$ cat config.mk
export PLATFORM = sky130hd
export DESIGN_NAME = result_history
export DESIGN_NICKNAME = d
export VERILOG_FILES = /design/src/rtl/proc_pkg.sv /design/src/rtl/edge_detect.sv /design/src/rtl/result_history.sv
export SDC_FILE = /design/constraint.sdc
export NUM_CORES = 1
export LEC_CHECK = 0
export CORE_AREA = 2 2 94 96
export CTS_BUF_LIST = sky130_fd_sc_hd__clkbuf_16
export DETAILED_ROUTE_END_ITERATION = 7
export DIE_AREA = 0 0 96 98
export GPL_ROUTABILITY_DRIVEN = 0
export PLACE_DENSITY = 0.63
export SLEW_MARGIN = 0
export SYNTH_ARGS = -nofsm -noshare
export SYNTH_HDL_FRONTEND = slang
export SYNTH_SLANG_ARGS = --single-unit
$ cat constraint.sdc
create_clock -name Clk -period 3.02 [get_ports Clk]
set_clock_uncertainty 0.15 [all_clocks]
set_input_delay 0.604 -clock Clk [delete_from_list [all_inputs] [get_ports Clk]]
set_output_delay 0.604 -clock Clk [all_outputs]
set_load 0.05 [all_outputs]
$ cat src/rtl/proc_pkg.sv
// Shared types and constants for the logic-processor display path.
package proc_pkg;

  typedef enum logic {LIVE, BROWSE} view_state_t;

  localparam int unsigned HIST_DEPTH = 4;

endpackage

$ cat src/rtl/edge_detect.sv
// Single-register edge detector; rise/fall are combinational against the previous level.
module edge_detect (
  input  logic Clk,
  input  logic Reset,
  input  logic d,
  output logic rise,
  output logic fall
);

  logic lvl_q, lvl_d;

  assign lvl_d = d;

  always_ff @(posedge Clk) begin
    if (Reset) lvl_q <= 1'b0;
    else       lvl_q <= lvl_d;
  end

  always_comb begin
    rise = d & ~lvl_q;
    fall = lvl_q & ~d;
  end

endmodule

$ cat src/rtl/result_history.sv
// Circular history of {B,A} snapshots taken at the end of each Execute, browsable with Step.
module result_history
  import proc_pkg::*;
#(
  parameter int unsigned DEPTH = HIST_DEPTH,
  parameter int unsigned W     = 8
) (
  input  logic                     Clk,
  input  logic                     Reset,
  input  logic                     Shift_En,
  input  logic [W-1:0]             A,
  input  logic [W-1:0]             B,
  input  logic                     Step,
  input  logic                     Clear,
  output logic [2*W-1:0]           disp_word,
  output logic [$clog2(DEPTH)-1:0] disp_idx,
  output logic [$clog2(DEPTH):0]   count,
  output logic                     overflow,
  output logic                     browsing
);

  localparam int unsigned IW = $clog2(DEPTH);
  localparam int unsigned CW = IW + 1;
  localparam logic [CW-1:0] DepthC = CW'(DEPTH);

  logic cap, stp, sh_rise, stp_fall;
  logic unused_edges;

  edge_detect u_shift_edge (
    .Clk   (Clk),
    .Reset (Reset),
    .d     (Shift_En),
    .rise  (sh_rise),
    .fall  (cap)
  );

  edge_detect u_step_edge (
    .Clk   (Clk),
    .Reset (Reset),
    .d     (Step),
    .rise  (stp),
    .fall  (stp_fall)
  );

  assign unused_edges = sh_rise ^ stp_fall;

  view_state_t     state_q, state_d;
  logic [IW-1:0]   wr_ptr_q, wr_ptr_d;
  logic [IW-1:0]   off_q, off_d;
  logic [CW-1:0]   count_q, count_d;
  logic            overflow_q, overflow_d;
  logic [2*W-1:0]  mem_q [DEPTH];
  logic [2*W-1:0]  mem_d [DEPTH];
  logic [IW-1:0]   idx;

  always_comb begin
    state_d    = state_q;
    wr_ptr_d   = wr_ptr_q;
    off_d      = off_q;
    count_d    = count_q;
    overflow_d = overflow_q;
    mem_d      = mem_q;
    if (Clear) begin
      // A capture coinciding with Clear is intentionally dropped.
      state_d    = LIVE;
      wr_ptr_d   = '0;
      off_d      = '0;
      count_d    = '0;
      overflow_d = 1'b0;
    end else if (cap) begin
      mem_d[wr_ptr_q] = {B, A};
      wr_ptr_d        = wr_ptr_q + IW'(1);
      if (count_q < DepthC) count_d = count_q + CW'(1);
      else                  overflow_d = 1'b1;
      state_d = LIVE;
      off_d   = '0;
    end else if (stp) begin
      unique case (state_q)
        LIVE: begin
          if (count_q != '0) begin
            state_d = BROWSE;
            off_d   = '0;
          end
        end
        BROWSE: begin
          if ({1'b0, off_q} == count_q - CW'(1)) begin
            state_d = LIVE;
            off_d   = '0;
          end else begin
            off_d = off_q + IW'(1);
          end
        end
        default: state_d = LIVE;
      endcase
    end
  end

  always_ff @(posedge Clk) begin
    if (Reset) begin
      state_q    <= LIVE;
      wr_ptr_q   <= '0;
      off_q      <= '0;
      count_q    <= '0;
      overflow_q <= 1'b0;
      for (int i = 0; i < int'(DEPTH); i++) mem_q[i] <= '0;
    end else begin
      state_q    <= state_d;
      wr_ptr_q   <= wr_ptr_d;
      off_q      <= off_d;
      count_q    <= count_d;
      overflow_q <= overflow_d;
      mem_q      <= mem_d;
    end
  end

  // Newest entry sits just behind the write pointer.
  assign idx = wr_ptr_q - IW'(1) - off_q;

  always_comb begin
    disp_word = (state_q == BROWSE) ? mem_q[idx] : {B, A};
    disp_idx  = off_q;
    count     = count_q;
    overflow  = overflow_q;
    browsing  = (state_q == BROWSE);
  end

endmodule
==> metrics.yaml <==
run_status:
  status: "completed"
logic_synthesis:
  synth_cell_types: 28
  synth_xor_area_share_pct: 2.029
  synth-main-ff-cell: "dfxtp_1"
  postSynthAreaPerCell_sq_um: 8.019
  yosys_warnings: 0
  synth_fa_ha_area_share_pct: 2.951
  synthCells: 423
  seq_area_frac_synth_pct: 44.26
  synth-seq-cells: 75
  synth_compound_area_share_pct: 15.27
  synth_nets: 452
  synthArstFlopShare_pct: 0
  synth_top_family_by_area: "simple AND/OR/NAND/NOR gates"
  synth_simple_gate_area_share_pct: 20.88
  synth-edff-count: 0
  synth_area_sq_um: 3392
  synthMuxAreaShare_pct: 9.738
critical_path:
  timing.rr.start: "count[0]"
  reg2reg_depth: 6
  critical_path.top_delay_family: "buffers and inverters"
  crit_fanout: 7
  crit-reg2reg-capture: "disp_idx[1]"
  regToRegSetupSlack_ns: 0.90
  crit_chain: "inv_2, ha_4, xor2_4, xnor2_4, buf_6, buf_16, mux2i_4, a221oi_4, buf_12"
  cpPeakStageDelay_ns: 0.33
  end_kind: "output pin"
  start_kind: "flop"
  setup.worst_path.class: "flop to output pin"
  crit_arrival_ns: 2.24
  critPathBufInv: 4
  required_ns: 2.27
  cp_slowest_cell: "dfxtp_2"
floorplan:
  dieArea_sq_um: 9408
  start_util_pct: 40.07
  core_sq_um: 8466
  rows: 34
  pin_count: 44
  chipHeight_um: 98
  die_w_um: 96
clock_network:
  root_buffer: "clkbuf_16"
  clk_pin_slew_ns: 0.06
  cts_buffers: 9
  clk_path_buf_depth: 2
  htree_num_levels: 3
  cts_num_sinks: 75
  clkLatencyLatePin_ns: 0.33
  cts_tree: "yes"
detailed_routing:
  totalWireLength_mm: 9.462
  first_pass_iters: 4
  vias: 3047
  ant_nets: 0
  drt_iter0_markers: 142
  wl_per_cell_um: 16.15
  routed_via_density: 5.200
  drc: 0
power_and_ir_drop:
  peakVddDrop_mv: 0.3680
  powerDensity_nw_per_um2: 473.9
  p_leak_nw: 1.758
global_routing:
  grt.total_usage_pct: 20.95
  grt_max_degree: 67
  grt_pass1_wl_mm: 14.98
  antenna_found_initial: 0
  grt_pass1_vias: 3003
  grt_overflow: 0
timing:
  clock.fmax_mhz: 333.6
  drv_slew: 0
  final-setup-viol-count: 0
  maxSlewHeadroom_pct: 36.30
  rsz0062_at_grt: "yes"
  finalHoldViolations: 0
  fin_crit_sh_pct: 99.25
  setup_tns_ns: 0
  min_period_ns: 2.997
  tightest_slew_ns: 0.9556
finish:
  drive_gt1_share_pct: 21.55
  nets: 502
  area_growth_pct: 47.40
  fin_area_sq_um: 5000
  antenna_cells: 0
  nFillCells: 708
placed_design:
  io_buffers: 43
  place_area_sq_um: 4424
  dp_hpwl_mm: 5.929
flow_run:
  max-cap-violations: 0
worst_hold_path:
  min_from: "mem_q[50]"
  hold_path_end: "mem_q[50]"
  hold_path_class: "flop to flop"
  whs_path_depth: 2
-- per-stage QoR --
step | utilization (%) | setup slack, ns | std cells | total power, mW | hold WS [ns]
floorplan | - | 0.01509 | 423 | 1.144 | 0.2857
global placement | 52.26 | 0.1555 | 562 | 1.257 | 0.2907
detailed placement | 52.26 | 0.1064 | 562 | 1.258 | 0.2974
CTS | 57.58 | -0.05238 | 584 | 2.379 | 0.3052
global route | 59.06 | -0.07723 | 586 | 2.440 | 0.3163
finish | 59.06 | 0.02267 | 586 | 2.369 | 0.3022
-- worst min-delay path: cells and delay by family (launching register included) --
kind	cells	cell delay (ns)
AO/OA/AOI/OAI	1	0.05
flip-flops	1	0.31
AND/OR/NAND/NOR	1	0.05
-- repair_timing --
action	4_1_cts	5_1_grt
hold buffers	0	0
pin swaps	6	7
gates resized for setup	9	29
setup buffers	5	4
gates cloned	1	0
setup endpoints to repair	16	11
-- state kept, by name, summed over array words and instances (netlist names) --
name / count
browsing: 1
count: 3
disp_idx: 2
mem_q: 64
overflow: 1
u_shift_edge.lvl_q: 1
u_step_edge.lvl_q: 1
wr_ptr_q: 2
-- cells in the final DEF (no fill, tap or decap), drive strengths merged --
cell type | netlist | final
or2 | 2 | 2
or4b | 1 | 1
mux2i | 33 | 33
xor2 | 3 | 3
and2b | 1 | 1
a21oi | 68 | 68
clkbuf | 20 | 9
a41o | 1 | 1
a31oi | 2 | 2
ha | 8 | 8
inv | 6 | 7
bufinv | 0 | 2
buf | 9 | 42
nand3 | 1 | 1
nand2 | 134 | 134
and2 | 5 | 5
a21o | 1 | 1
clkdlybuf4s50 | 0 | 26
a22oi | 1 | 1
a221oi | 16 | 16
nor2b | 3 | 3
xnor2 | 4 | 4
nand2b | 1 | 1
clkinvlp | 0 | 1
nor3b | 1 | 1
clkinv | 0 | 3
dfxtp | 75 | 75
nor2 | 27 | 27
-- synthesized netlist by cell type, types with 2 or more instances --
library cell	number	area share, %
nand2_1	134	15
dfxtp_1	75	44
a21oi_1	68	10
mux2i_1	33	9.7
nor2_1	27	3.0
a221oi_1	16	4.1
clkbuf_1	16	1.8
ha_1	8	3.0
inv_1	6	0.66
and2_1	5	0.92
buf_2	5	0.74
clkbuf_2	4	0.59
buf_6	3	1.0
nor2b_1	3	0.55
xnor2_1	3	0.77
xor2_1	3	0.77
a31oi_1	2	0.37
or2_2	2	0.37
-- final cells by class --
type | instances | area (sq um) | area share [%]
Inverter | 6 | 22.52 | 0.4505
Tap cell | 108 | 135.1 | 2.703
Sequential cell | 75 | 1503 | 30.06
Multi-Input combinational cell | 313 | 2201 | 44.02
Timing Repair Buffer | 68 | 829.5 | 16.59
Clock buffer | 9 | 225.2 | 4.505
Clock inverter | 7 | 83.83 | 1.677
-- how the worst max path moves through the flow --
stage,startpoint,end,slack [ns],cells past startpoint
2_1_floorplan,disp_idx[0],disp_word[10],0.02,6
3_3_place_gp,disp_idx[0],disp_word[14],0.16,8
3_5_place_dp,disp_idx[0],disp_word[12],0.11,8
4_1_cts,disp_idx[0],disp_word[4],-0.05,9
5_1_grt,disp_idx[0],disp_word[5],-0.08,9
6_report,disp_idx[0],disp_word[9],0.02,9
-- power by group --
part / switching (mW) / leakage [nW] / internal (mW)
sequential: 0.00452 / 0.606 / 0.997
clock: 0.408 / 0.152 / 0.713
combinational: 0.131 / 1.00 / 0.116
total: 0.544 / 1.76 / 1.83
-- cells by family after synthesis --
| logic type | Yosys count |
|---|---|
| buffers and inverters | 35 |
| AO/OA/AOI/OAI | 89 |
| XOR/XNOR | 7 |
| flip-flops | 75 |
| multiplexers | 33 |
| AND/OR/NAND/NOR | 176 |
| adder cells (fa/ha/maj) | 8 |
-- routing by layer --
layer / wire length [um] / track usage (%)
met2: 4668 / 32.96
met3: 520 / 4.630
met4: 150 / 7.802
met1: 4122 / 27.91
met5: 0 / 0
Power figures use the tool's default switching activity.
